[src/rtl/csa_acc_pkg.sv]
// rtl/csa_acc_pkg.sv - shared types, defaults and the majority helper for csa_accumulator
//   csa_state_e : control FSM state encoding
//   DEF_WIDTH/DEF_GUARD/DEF_CHUNK : default operand width, guard bits, CPA chunk width
//   maj()       : single-bit majority, the carry function of a full adder
package csa_acc_pkg;

  typedef enum logic [1:0] {
    ST_IDLE    = 2'd0,
    ST_ACCUM   = 2'd1,
    ST_RESOLVE = 2'd2,
    ST_DONE    = 2'd3
  } csa_state_e;

  localparam int DEF_WIDTH = 32;
  localparam int DEF_GUARD = 8;
  localparam int DEF_CHUNK = 8;

  function automatic logic maj(input logic a, input logic b, input logic c);
    return (a & b) | (a & c) | (b & c);
  endfunction

endpackage

[src/rtl/csa_row.sv]
// rtl/csa_row.sv - parametrised-width 3:2 carry-save compressor row
//   W         : vector width (>= 2)
//   a, b, c   : in  [W-1:0] three addends
//   sum       : out [W-1:0] bitwise a^b^c
//   carry     : out [W-1:0] majority shifted left by one; carry out of bit W-1 dropped
module csa_row
  import csa_acc_pkg::*;
#(
  parameter int W = 40
) (
  input  logic [W-1:0] a,
  input  logic [W-1:0] b,
  input  logic [W-1:0] c,
  output logic [W-1:0] sum,
  output logic [W-1:0] carry
);

  logic [W-2:0] maj_lo;

  assign sum = a ^ b ^ c;

  // Only bits 0..W-2 produce a carry that stays inside the vector, so the
  // top bit's majority is never computed: the result wraps mod 2^W.
  for (genvar i = 0; i < W - 1; i++) begin : g_maj
    assign maj_lo[i] = maj(a[i], b[i], c[i]);
  end

  assign carry = {maj_lo, 1'b0};

endmodule

[src/rtl/csa_accumulator.sv]
// rtl/csa_accumulator.sv - carry-save accumulator with chunked carry-propagate resolve
//   Optional feature: define CSA_ACC_SIGNED_EN to sign-extend operands (default zero-extends).
//   clk, rst  : in  clock, synchronous active-high reset
//   in_valid  : in  operand beat offered        in_ready : out beat accepted this cycle
//   in_data   : in  [WIDTH-1:0] operand         in_last  : in  final beat of packet
//   out_valid : out resolved sum available      out_ready: in  downstream accepts sum
//   out_data  : out [ACC_W-1:0] resolved sum    busy     : out packet in progress
module csa_accumulator
  import csa_acc_pkg::*;
#(
  parameter int WIDTH = DEF_WIDTH,
  parameter int GUARD = DEF_GUARD,
  parameter int CHUNK = DEF_CHUNK,
  localparam int ACC_W = WIDTH + GUARD
) (
  input  logic             clk,
  input  logic             rst,
  input  logic             in_valid,
  output logic             in_ready,
  input  logic [WIDTH-1:0] in_data,
  input  logic             in_last,
  output logic             out_valid,
  input  logic             out_ready,
  output logic [ACC_W-1:0] out_data,
  output logic             busy
);

  localparam int N_CHUNK = ACC_W / CHUNK;
  localparam int IDX_W   = (N_CHUNK > 1) ? $clog2(N_CHUNK) : 1;

  if ((ACC_W % CHUNK) != 0) begin : g_bad_chunk
    $error("csa_accumulator: WIDTH+GUARD must be a multiple of CHUNK");
  end

  csa_state_e       state_q, state_d;
  logic [ACC_W-1:0] s_q, s_d;
  logic [ACC_W-1:0] c_q, c_d;
  logic             cy_q, cy_d;
  logic [IDX_W-1:0] idx_q, idx_d;
  logic [ACC_W-1:0] out_data_q, out_data_d;
  logic             out_valid_q, out_valid_d;

  logic [ACC_W-1:0] x_ext;
  logic [ACC_W-1:0] s_nxt;
  logic [ACC_W-1:0] c_nxt;
  logic [CHUNK-1:0] s_chunk;
  logic [CHUNK-1:0] c_chunk;
  logic [CHUNK:0]   chunk_sum;
  logic             accept;
  logic             handshake;

`ifdef CSA_ACC_SIGNED_EN
  assign x_ext = {{GUARD{in_data[WIDTH-1]}}, in_data};
`else
  assign x_ext = {{GUARD{1'b0}}, in_data};
`endif

  csa_row #(
    .W(ACC_W)
  ) u_row (
    .a    (s_q),
    .b    (c_q),
    .c    (x_ext),
    .sum  (s_nxt),
    .carry(c_nxt)
  );

  assign in_ready  = ~rst & ((state_q == ST_IDLE) | (state_q == ST_ACCUM));
  assign busy      = (state_q != ST_IDLE);
  assign out_valid = out_valid_q;
  assign out_data  = out_data_q;

  assign accept    = in_valid & in_ready;
  assign handshake = out_valid_q & out_ready;

  // Current chunk of the carry-propagate add; the chunk carry is held in cy_q
  // so each cycle's adder is only CHUNK+1 bits wide.
  assign s_chunk   = s_q[int'(idx_q) * CHUNK +: CHUNK];
  assign c_chunk   = c_q[int'(idx_q) * CHUNK +: CHUNK];
  assign chunk_sum = {1'b0, s_chunk} + {1'b0, c_chunk} + {{CHUNK{1'b0}}, cy_q};

  always_comb begin
    state_d     = state_q;
    s_d         = s_q;
    c_d         = c_q;
    cy_d        = cy_q;
    idx_d       = idx_q;
    out_data_d  = out_data_q;
    out_valid_d = 1'b0;

    case (state_q)
      ST_IDLE, ST_ACCUM: begin
        if (accept) begin
          s_d     = s_nxt;
          c_d     = c_nxt;
          cy_d    = 1'b0;
          idx_d   = '0;
          state_d = in_last ? ST_RESOLVE : ST_ACCUM;
        end
      end
      ST_RESOLVE: begin
        out_data_d[int'(idx_q) * CHUNK +: CHUNK] = chunk_sum[CHUNK-1:0];
        cy_d = chunk_sum[CHUNK];
        if (idx_q == IDX_W'(N_CHUNK - 1)) begin
          idx_d   = '0;
          state_d = ST_DONE;
        end else begin
          idx_d = idx_q + 1'b1;
        end
      end
      ST_DONE: begin
        // out_valid is registered from the DONE state, so it appears one
        // edge after the last chunk has been written into out_data.
        if (handshake) begin
          state_d = ST_IDLE;
          s_d     = '0;
          c_d     = '0;
          cy_d    = 1'b0;
        end else begin
          out_valid_d = 1'b1;
        end
      end
      default: state_d = ST_IDLE;
    endcase
  end

  always_ff @(posedge clk) begin
    if (rst) begin
      state_q     <= ST_IDLE;
      s_q         <= '0;
      c_q         <= '0;
      cy_q        <= 1'b0;
      idx_q       <= '0;
      out_data_q  <= '0;
      out_valid_q <= 1'b0;
    end else begin
      state_q     <= state_d;
      s_q         <= s_d;
      c_q         <= c_d;
      cy_q        <= cy_d;
      idx_q       <= idx_d;
      out_data_q  <= out_data_d;
      out_valid_q <= out_valid_d;
    end
  end

endmodule

[config.mk]
export PLATFORM = sky130hd
export DESIGN_NAME = csa_accumulator
export DESIGN_NICKNAME = d
export VERILOG_FILES = /design/src/rtl/csa_acc_pkg.sv /design/src/rtl/csa_row.sv /design/src/rtl/csa_accumulator.sv
export SDC_FILE = /design/constraint.sdc
export NUM_CORES = 1
export LEC_CHECK = 0
export ABC_CLOCK_PERIOD_IN_PS = 3000
export CORE_ASPECT_RATIO = 0.75
export CORE_MARGIN = 5
export CORE_UTILIZATION = 35
export DETAILED_ROUTE_END_ITERATION = 10
export PLACE_DENSITY = 0.58
export SLEW_MARGIN = 30
export SYNTH_ARGS = -nofsm -noshare
export SYNTH_HDL_FRONTEND = slang
export SYNTH_SLANG_ARGS = --single-unit
[constraint.sdc]
create_clock -name clk -period 3 [get_ports clk]
set_input_delay 0.3 -clock clk [delete_from_list [all_inputs] [get_ports clk]]
set_output_delay 0.3 -clock clk [all_outputs]
set_load 0.01 [all_outputs]
; ---- Word level (Yosys, flattened, before mapping)
; Cells that the tools add are included.
[totals]
ff_bits = 127
input_bits = 37
out_inout_bits = 43
[op_classes]
add_sub_neg = 4
n_eq_ne = 7
shift = 4
muxes = 18
n_bitwise = 175
n_reduce_logical = 10
[ops]
columns = op, count
row1 = 40-bit case mux with 2 select lines, 2
row2 = 40-bit 2-to-1 mux, 3
row3 = 1-bit AND, 106
row4 = 40-bit by 7-bit variable part select with 8-bit output, 2
row5 = 1-bit bitwise OR, 65
row6 = 40-bit bitwise mux, 1
row7 = 8-bit by 33-bit variable shift with 40-bit output (first input constant), 1
row8 = 8-bit by 33-bit variable part select with 40-bit output, 1
row9 = 40-bit by 32-bit XOR with 40-bit output, 1
row10 = 40-bit XOR, 1
row11 = 6-bit negation with 33-bit output, 1
row12 = 8-bit by 8-bit adder with 9-bit output, 1
row13 = 9-bit by 1-bit adder with 9-bit output, 1
row14 = 2-bit 2-to-1 mux, 4
row15 = 3-bit 2-to-1 mux, 2
row16 = 2-bit inequality test (second input constant), 3
row17 = 2-bit case mux with 3 select lines, 1
row18 = 3-bit case mux with 2 select lines, 1
row19 = 3-bit AND reduction, 2
row20 = 2-bit nonzero test, 3
row21 = 2-bit equality test (second input constant), 2
row22 = 2-bit AND reduction, 2
row23 = 2-bit OR reduction, 2
row24 = 3-bit by 1-bit adder with 3-bit output (second input constant), 1
row25 = 6 further kinds, 9

; ---- Logic depth before layout (Yosys ltp)
; Gate-level depths: netlist of the first run.
[logic_depth]
depth_word = 6
depth_mapped = 11
mapped_depth_nobuf = 10

; ---- Modules after synthesis
; A second synthesis of the first run with hierarchy kept.
[hier_totals]
cells_unflattened = 705
area_unflattened_um2 = 6587.6
[by_module_without_submodules]
columns = module, n_inst, cells_per_inst, area_each_um2, seq_area_each_um2
row1 = csa_accumulator, 1, 663, 5771.8, 2542.4
row2 = csa_row, 1, 42, 815.8, 0.0

; ---- Least setup slack after synthesis of the first run
; OpenSTA, ideal clock, no wires.
[synth_timing]
path_kind = reg-to-reg
start = register idx_q[2]
end = register out_data_q[14] (netlist: out_data[14])
t_arrival_ns = 2.851
setup_slack_ns = 0.010
path_stages_with_launch = 12
synth_period_minus_slack_ns = 2.990
path_cell_list = dfxtp_1 > buf_2 > inv_2 > nand2_1 > buf_1 > o22ai_1 > fa_1 > fa_1 > a21oi_1 > nor3_1 > nor3_1 > o22ai_1
[synth_via]
elab_chain_cells = 5
word_cells_on_any_way = 8
[synth_lines]
columns = element, line
row1 = from (decl), csa_accumulator.sv:39  ; logic [IDX_W-1:0] idx_q, idx_d;
row2 = from (signal assigned), csa_accumulator.sv:141  ; idx_q <= idx_d;
row3 = "40-bit by 7-bit variable part select with 8-bit output, on equally long branches", "csa_accumulator.sv:78, csa_accumulator.sv:79"
row4 = 8-bit by 8-bit adder with 9-bit output, csa_accumulator.sv:80  ; assign chunk_sum = {1'b0, s_chunk} + {1'b0, c_chunk} + {{CHUNK{1'b0}}, cy_q};
row5 = 9-bit by 1-bit adder with 9-bit output, csa_accumulator.sv:80
row6 = 8-bit by 33-bit variable part select with 40-bit output, csa_accumulator.sv:102  ; out_data_d[int'(idx_q) * CHUNK +: CHUNK] = chunk_sum[CHUNK-1:0];
row7 = 40-bit bitwise mux (*), csa_accumulator.sv:102
row8 = to (signal assigned), csa_accumulator.sv:142  ; out_data_q <= out_data_d;
row9 = to (decl), csa_accumulator.sv:40  ; logic [ACC_W-1:0] out_data_q, out_data_d;
; Every way passes the cells marked *; elsewhere a longest branch is shown, timed or not.
; A chain may end at the register's enable or synchronous reset.

; ---- Worst setup path in the final report of the first run
[layout_timing]
start = register idx_q[2]
end = register out_data_q[23] (netlist: out_data[23])
; Same word-level chain as after synthesis.

==> results, run 1 <==
- The highest net fanout along the worst path is 13.
- Of the total power, the clock network draws about half.
- The maximum number of pins on one net before global-route repair is 70.
- Of the total power, the share spent switching nets is between 20% and 30%.
- The net switching power is 1030 µW.
- Buffers inserted during clock tree synthesis total 17.
- The kind of end point of the critical path is a register.
- The worst path needs roughly 2.8 ns of the cycle, external delays included.
- The worst-margin pin slew is around 0.75 ns.
- The synthesized netlist occupies a cell area of slightly above 0.006 mm².
- The CTS tree is built.
- In this run the power density over the cells is 546 mW/mm².
- The count of buffers from port buffering is 79.
- CTS placed an instance of clkbuf_16 at the clock tree root.
- Including well taps, the total number of placed cells is roughly 950.
- In the post-synthesis netlist, the biggest area contributors are dfxtp_1, fa_1, a22oi_1.
- STA classifies the critical path startpoint as a register.
- The flow ran to the end, and the final reports show no timing, DRC or antenna violations.
- The final number of hold-violating endpoints is 0.
- The worst-case IR drop observed on VDD is about 0.00031 V.
- The clock latency reported for the late side of the worst-skew pair is approximately 0.42 ns.
- The number of synthesized flops with an enable pin is 0.
- The leakage power is approximately 0.0029 µW.
- The average via count per standard cell is between 5 and 6.
- The depth of the CTS H-tree is 4.
- The core area is 0.0176 mm².
- The via count of the routed design is roughly 5300.
- The number of global-route vias before repair was about 5200.
- The first global-routing pass estimated around 28 mm of wire.
- The filler-free cell count of the finished design is 986.
- Setup violations remaining at the end of the flow were counted as 0.
- The count of pins on the block boundary is 80.
- Setup repair after global routing left no endpoint under its margin.
- Sequential cells account for between 40% and 50% of the total power.
- At the worst endpoint, the required time is ~3.3 ns.
- The portion of synthesized cell area occupied by the leading cell type is between 40% and 50%.
- The first-pass detailed-route iteration total is 5.
- The most frequently used flop master after synthesis is dfxtp_1.
- The average routed wire per standard cell is between 15 and 20 µm.
- The final layout contains slightly above 800 nets.
- The share of synthesized area occupied by flip-flops and latches is between 40% and 50%.
- The number of distinct library cells after synthesis is 58.
- The global-route total usage across every layer is between 10% and 20%.
- The combinational share of power is 9.4%.
- Across the routed clock network, the largest skew measured is between 0.007 and 0.008 ns.
- A synthesized cell averages 9.49 µm².
- The largest area contributor in the netlist is dfxtp_1.
- From bottom edge to top edge, the die measures 126 µm.
- The number of cell rows is 42.
- The leading cell type by number of instances after synthesis is dfxtp_1.
- The overall die area is 0.0206 mm².
- The DRC violation count after routing is 0.
- The antenna violation net count after detailed routing is 0.
- The width of the die is about 160 µm.
- Headroom to the max-slew limit came out at between 50 and 60%.
- By count the netlist is led by dfxtp_1, nor2_1, a22oi_1.
- For this run the aggregate overflow at the end of global routing stands at 0.
- The number of pins with negative max-slew slack in the final report is 0.
- The number of DRC violations after detailed-routing iteration 0 is 515.
- Summed over all failing endpoints, the final setup total negative slack is 0 ns.
- The synthesized design contains about 130 register bits.
- Compared with the post-synthesis result, the final layout area differs by 28.4%.
- The sum of routed wire length over all layers is approximately 17 mm.
- Clock-pin slew was measured on the worst setup and hold paths at around 0.060 ns.
- The count of warnings emitted by yosys is 0.
- The number of setup buffers added after CTS is 0.
- The repair_antennas step left the layout with diodes totalling 0.
- The worst endpoint data arrival time is 3.10 ns.
- The number of max-capacitance violations reported is 0.
- The worst path uses approximately 93% of the clock period.
- The path class of the tightest hold or removal check is input port to register.
- The initial standard-cell utilization of the core is about 36%.
- The post-detailed-placement half-perimeter wirelength is about 13 mm.
- The tree built by TritonCTS fans out to 126 sinks.
- Once layout is complete, the utilization of the core stands at 45.6%.
- The internal power summed over all cells is 3340 µW.
- By startpoint and endpoint, the worst setup path is classified as register to register.
- The congestion estimate from routability-driven global placement came to between 0.8 and 0.9.
- Of all flip-flops after synthesis, the portion carrying an async set or reset was 0%.
- The power after layout is around 4400 µW.
- The longest clock path from root to sink contains 2 buffers.
- The fmax is between 300 and 400 MHz.
- The gate count of the mapped netlist is between 600 and 700.
- The number of antenna violations at the first check in global routing was 0.
- The number of nets in the synthesized netlist is approximately 750.
- Cells with a size suffix above 1 make up approximately 9.8% of the layout.
-- per-stage QoR --
stage | setup WS (ns) | hold WS [ns] | instance area (µm²)
2_1_floorplan | 0.00957 | 0.441 | 6240
3_3_place_gp | 0.216 | 0.463 | 7350
3_5_place_dp | 0.133 | 0.470 | 7350
4_1_cts | 0.122 | 0.299 | 7980
5_1_grt | 0.0479 | 0.314 | 8010
6_report | 0.196 | 0.316 | 8010
-- layer usage --
metal,vias up,GRT usage (%),wire length [µm]
li1,2521,-,-
met1,2632,25.2,8340
met2,124,25.5,7990
met3,7,4.08,875
met4,0,4.59,111
met5,-,0,0
-- worst max-delay path: stages (launching register included) --
cell and delay, ns:
dfxtp_1 0.40, buf_4 0.28, mux2i_1 0.34, nor2_1 0.08, a31oi_1 0.21, o22ai_1 0.12
ha_1 0.38, o21a_1 0.22, or3_1 0.31, o211ai_1 0.10, buf_4 0.18, o22ai_1 0.07
-- final timing paths --
path	startpoint	slack, ns	endpoint	cells past startpoint
setup reg to reg	idx_q[2]	0.20	out_data[23]	11
hold reg to reg	out_data[23]	0.47	out_data[23]	2
hold / removal	rst	0.32	out_data[24]	2
setup / recovery	idx_q[2]	0.20	out_data[23]	11
-- power by group through the flow --
stage               Clock (µW)  Sequential [µW]  Combinational (µW)
floorplan                    0             1770                 254
global placement             0             1790                 397
detailed placement           0             1790                 409
CTS                       2240             1750                 410
global route              2320             1760                 452
finish                    2210             1750                 411
-- repair_timing --
| item | CTS | global route |
|---|---|---|
| hold buffers | 0 | 0 |
| gates resized for setup | 0 | 6 |
| setup endpoints to repair | 0 | 20 |
-- cells by family (layout without fill, tap and decap cells) --
family / Yosys count / count (layout) / synth area share, %
simple gates: 202 / 202 / 14.9
compound gates: 177 / 177 / 19.2
flops: 126 / 126 / 40.4
buf+inv: 56 / 143 / 3.83
fa+ha+maj: 52 / 52 / 14.4
mux: 39 / 39 / 6.48
xor+xnor: 5 / 5 / 0.702
-- state kept, by name, summed over array words and instances, names as in the netlist --
signal,count
out_data,40
out_valid,1
idx_q,3
s_q,40
cy_q,1
state_q,2
c_q,39
-- cell type report --
type | instances | area, µm²
inverter | 8 | 30.0
clock buffer | 23 | 478
sequential | 126 | 2520
fill | 1690 | 9540
timing repair buffer | 103 | 993
clock inverter | 9 | 156
multi-input combinational | 475 | 3530
tap | 242 | 303
-- cell usage in the layout, fill, tap and decap left out, types with 3 or more instances in the layout --
cell type,netlist,layout
clkbuf_8,0,3
nor3b_1,8,7
a22oi_1,69,69
mux2i_1,37,37
buf_4,1,23
nand2b_1,5,5
a21oi_2,0,3
a21oi_1,32,29
nand3b_1,7,7
o21ai_1,11,11
dfxtp_1,126,125
a31oi_1,12,12
clkbuf_1,34,3
a31o_1,6,6
nand2_1,39,39
o22ai_1,28,28
xnor2_1,4,3
fa_1,33,32
nor2_1,111,111
nor3_1,9,9
clkbuf_16,0,17
clkinvlp_4,0,3
clkdlybuf4s50_1,0,78
inv_1,5,5
bufinv_16,0,4
o211ai_1,3,3
ha_1,19,19
nor4_1,3,3
No activity file was read; power rests on OpenSTA's default activity.
==> run 2: changes to the inputs <==
--- a/config.mk
+++ b/config.mk
@@ -10,7 +10,7 @@
 export CORE_MARGIN = 5
 export CORE_UTILIZATION = 35
 export DETAILED_ROUTE_END_ITERATION = 10
-export PLACE_DENSITY = 0.58
+export PLACE_DENSITY = 0.62
 export SLEW_MARGIN = 30
 export SYNTH_ARGS = -nofsm -noshare
 export SYNTH_HDL_FRONTEND = slang
==> run 2 against run 1 <==
  * Worst setup slack got worse by 0.022 ns
  * Die area did not move
  * Fmax fell by 0.78%
  * Global-route usage rose by 0.13 points
  * First-iteration DRC count rose by 12%
  * Hold slack got worse by 0.099 ns
  * Routed wire length rose by 1.5%
  * Sequential share of layout area rose by 0.18 points
  * Critical path depth fell by 2
  * Non-clock buffer count fell by 4
  * Cell count fell by 0.41%
  * Highest routed layer unchanged
==> results, run 2 (synthesis gave the netlist of run 1 again) <==
- The number of buffers added to fix hold violations after cts is 0 (unchanged).
- The fmax is 354 MHz (-0.78%).
- The average routed wire per standard cell is 17.9 µm (+2.0%).
- The DRC violation count after routing was 0 (unchanged).
- The clock transition time at the flip-flop clock pins of the worst setup and hold paths is 0.06 ns (about the same).
- The wire length of the first global-routing pass is 28.5 mm (+1.4%).
- The global-route total usage across every layer is 17.3% (+0.13 points).
- The class of the most critical hold timing path is input port to register.
- Leaving out fill and tap cells, the most frequent cells in the layout are dfxtp_1, nor2_1, clkdlybuf4s50_1.
- The number of setup buffers added after CTS is 0 (unchanged).
- The minimum clock period was 2.83 ns (+0.0222 ns).
- The initial standard-cell utilization of the core came to 35.5% (unchanged).
- The final number of hold-violating endpoints came to 0 (unchanged).
- The worst reg2reg path depth is 9 (-2).
- The count of pins on the block boundary is 80 (unchanged).
- The number of DRC violations after detailed-routing iteration 0 is 577 (+12%).
- The required time of the worst setup path is 3.29 ns (about the same).
- The run finished with clean final reports.
- The share of layout cells above drive strength 1 came to 9.46% (-0.35 points).
- The setup TNS after final layout is 0 ns (unchanged).
- The worst endpoint data arrival time came to 3.11 ns (about the same).
- The startpoint identified for the worst register-to-register timing path is idx_q[1].
- The worst setup path is launched from a register.
- The post-detailed-placement half-perimeter wirelength is 12.6 mm (-0.58%).
- The highest net fanout along the worst path is 15 (+2).
- The width of the die is 164 µm (unchanged).
- The final RePlAce weighted congestion is 0.822 (-3.8%).
- The global-route congestion overflow total is 0 (unchanged).
- The die span in y came to 126 µm (unchanged).
- The first-pass detailed-route iteration total was 5 (unchanged).
- The count of buffers from port buffering was 79 (unchanged).
- Setup repair after global routing left no endpoint under its margin.
- The start point of the critical path is idx_q[1].
- The average via count per standard cell is 5.47 (+2.1%).
- The number of global-route vias before repair is 5220 (-0.19%).
- The worst-margin pin slew is 0.754 ns (+0.00746 ns).
- The portion of the clock cycle consumed by the worst path in the final layout was 94.2% (+0.74 points).
- The power density normalized to cell area came to 547 mW/mm² (+0.19%).
- The kind of end point of the critical path is a register.
- The final antenna diode count is 0 (unchanged).
- The end of the worst register-to-register path is out_data[39].
- The final-report setup violation count came to 0 (unchanged).
- The clock latency reported for the late side of the worst-skew pair is 0.43 ns (about the same).
- The via count of the routed design is 5375 (+1.7%).
- The number of cell rows came to 42 (unchanged).
- The number of cells after detailed placement is 950 (-0.42%).
- The number of nets in the finished design was 816 (-0.49%).
- The number of antenna violations at the first check in global routing is 0 (unchanged).
- The power after layout is 4360 µW (-0.34%).
- The post-placement cell area is 0.00732 mm² (-0.41%).
- The maximum number of pins on one net before global-route repair came to 83 (+19%).
- The leakage power came to 0.00288 µW (-0.33%).
- The critical path ends at out_data[39].
- The category of the most critical setup path is register to register.
- The CTS tree is built.
- The final setup skew is 0.00901 ns (+0.00117 ns).
- The overall die area is 0.0206 mm² (unchanged).
- The number of pins with negative max-slew slack in the final report was 0 (unchanged).
- The number of max-capacitance violations reported is 0 (unchanged).
- The area added between synthesis and finish is 27.7%.
- The leading cell type in the layout, fill and taps excluded is dfxtp_1.
- The depth of the CTS H-tree was 4 (unchanged).
- The worst vdd rail ir drop is 0.000345 V (+9.5%).
- The sum of routed wire length over all layers is 17.6 mm (+1.5%).
- The worst-case register-to-register setup slack is 0.17 ns (-0.02 ns).
- The final design area excluding fillers is 0.00797 mm² (-0.53%).
- The CTS sink count is 126 (unchanged).
- The headroom to the max-slew limit is 49.7% (-0.50 points).
- The antenna violation net count after detailed routing was 0 (unchanged).
- The buffer depth of the longest clock path is 2 (unchanged).
- Clock tree synthesis selected as its root buffer the cell clkbuf_16.
- The filler-free cell count of the finished design is 982 (-0.41%).
- The clock buffer count from CTS was 17 (unchanged).
- The core area is 0.0176 mm² (unchanged).
[run 2: worst min-delay path by stage]
stage | start | end | slack [ns] | cells after the start
final | rst | out_data[2] | 0.22 | 2
after global routing | rst | out_data[2] | 0.22 | 2
after CTS | rst | out_data[2] | 0.20 | 2
after detailed placement | out_data[13] | out_data[13] | 0.47 | 2
after global placement | out_data[6] | out_data[6] | 0.46 | 2
after floorplan | in_last | state_q[1] | 0.44 | 2
[run 2: layer usage]
metal	global-route usage, %	vias to the layer above	wire [µm]
met4	5.28	0	220
met2	25.2	192	7750
met1	25.6	2648	8380
met5	0	-	0
li1	-	2515	-
met3	4.11	20	1230
[run 2: worst max-delay path, cell delays in order (launching register included)]
cell      delay [ns]
dfxtp_1         0.41
buf_4           0.23
mux4_2          0.52
nand2_1         0.08
o31ai_1         0.07
ha_1            0.39
o211ai_1        0.17
o211a_1         0.26
o211ai_1        0.44
o22ai_1         0.13
[run 2: power breakdown]
part	internal (µW)	total, µW	leakage, µW	switching [µW]
registers	1710	1750	0.00102	44.7
logic	177	408	0.00155	232
clock network	1420	2200	0.000309	773
total	3310	4360	0.00288	1050
[run 2: what timing repair did]
item | CTS | global route
hold endpoints to repair | 0 | 0
setup endpoints to repair | 0 | 22
gates resized for setup | 0 | 6
[run 2: cell type report]
type	count	area, µm²
well taps	242	303
clock inverters	12	166
clock buffers	20	457
fillers	1654	9580
flip-flops and latches	126	2520
repair buffers	99	967
multi-input cells	475	3520
inverters	8	30.0
[run 2: metrics by stage]
step	setup WS, ns	util, %	hold slack (ns)
floorplan	0.00957	-	0.441
global placement	0.211	41.7	0.464
detailed placement	0.0981	41.7	0.469
CTS	0.0917	45.3	0.197
global route	0.0137	45.4	0.222
finish	0.174	45.4	0.217
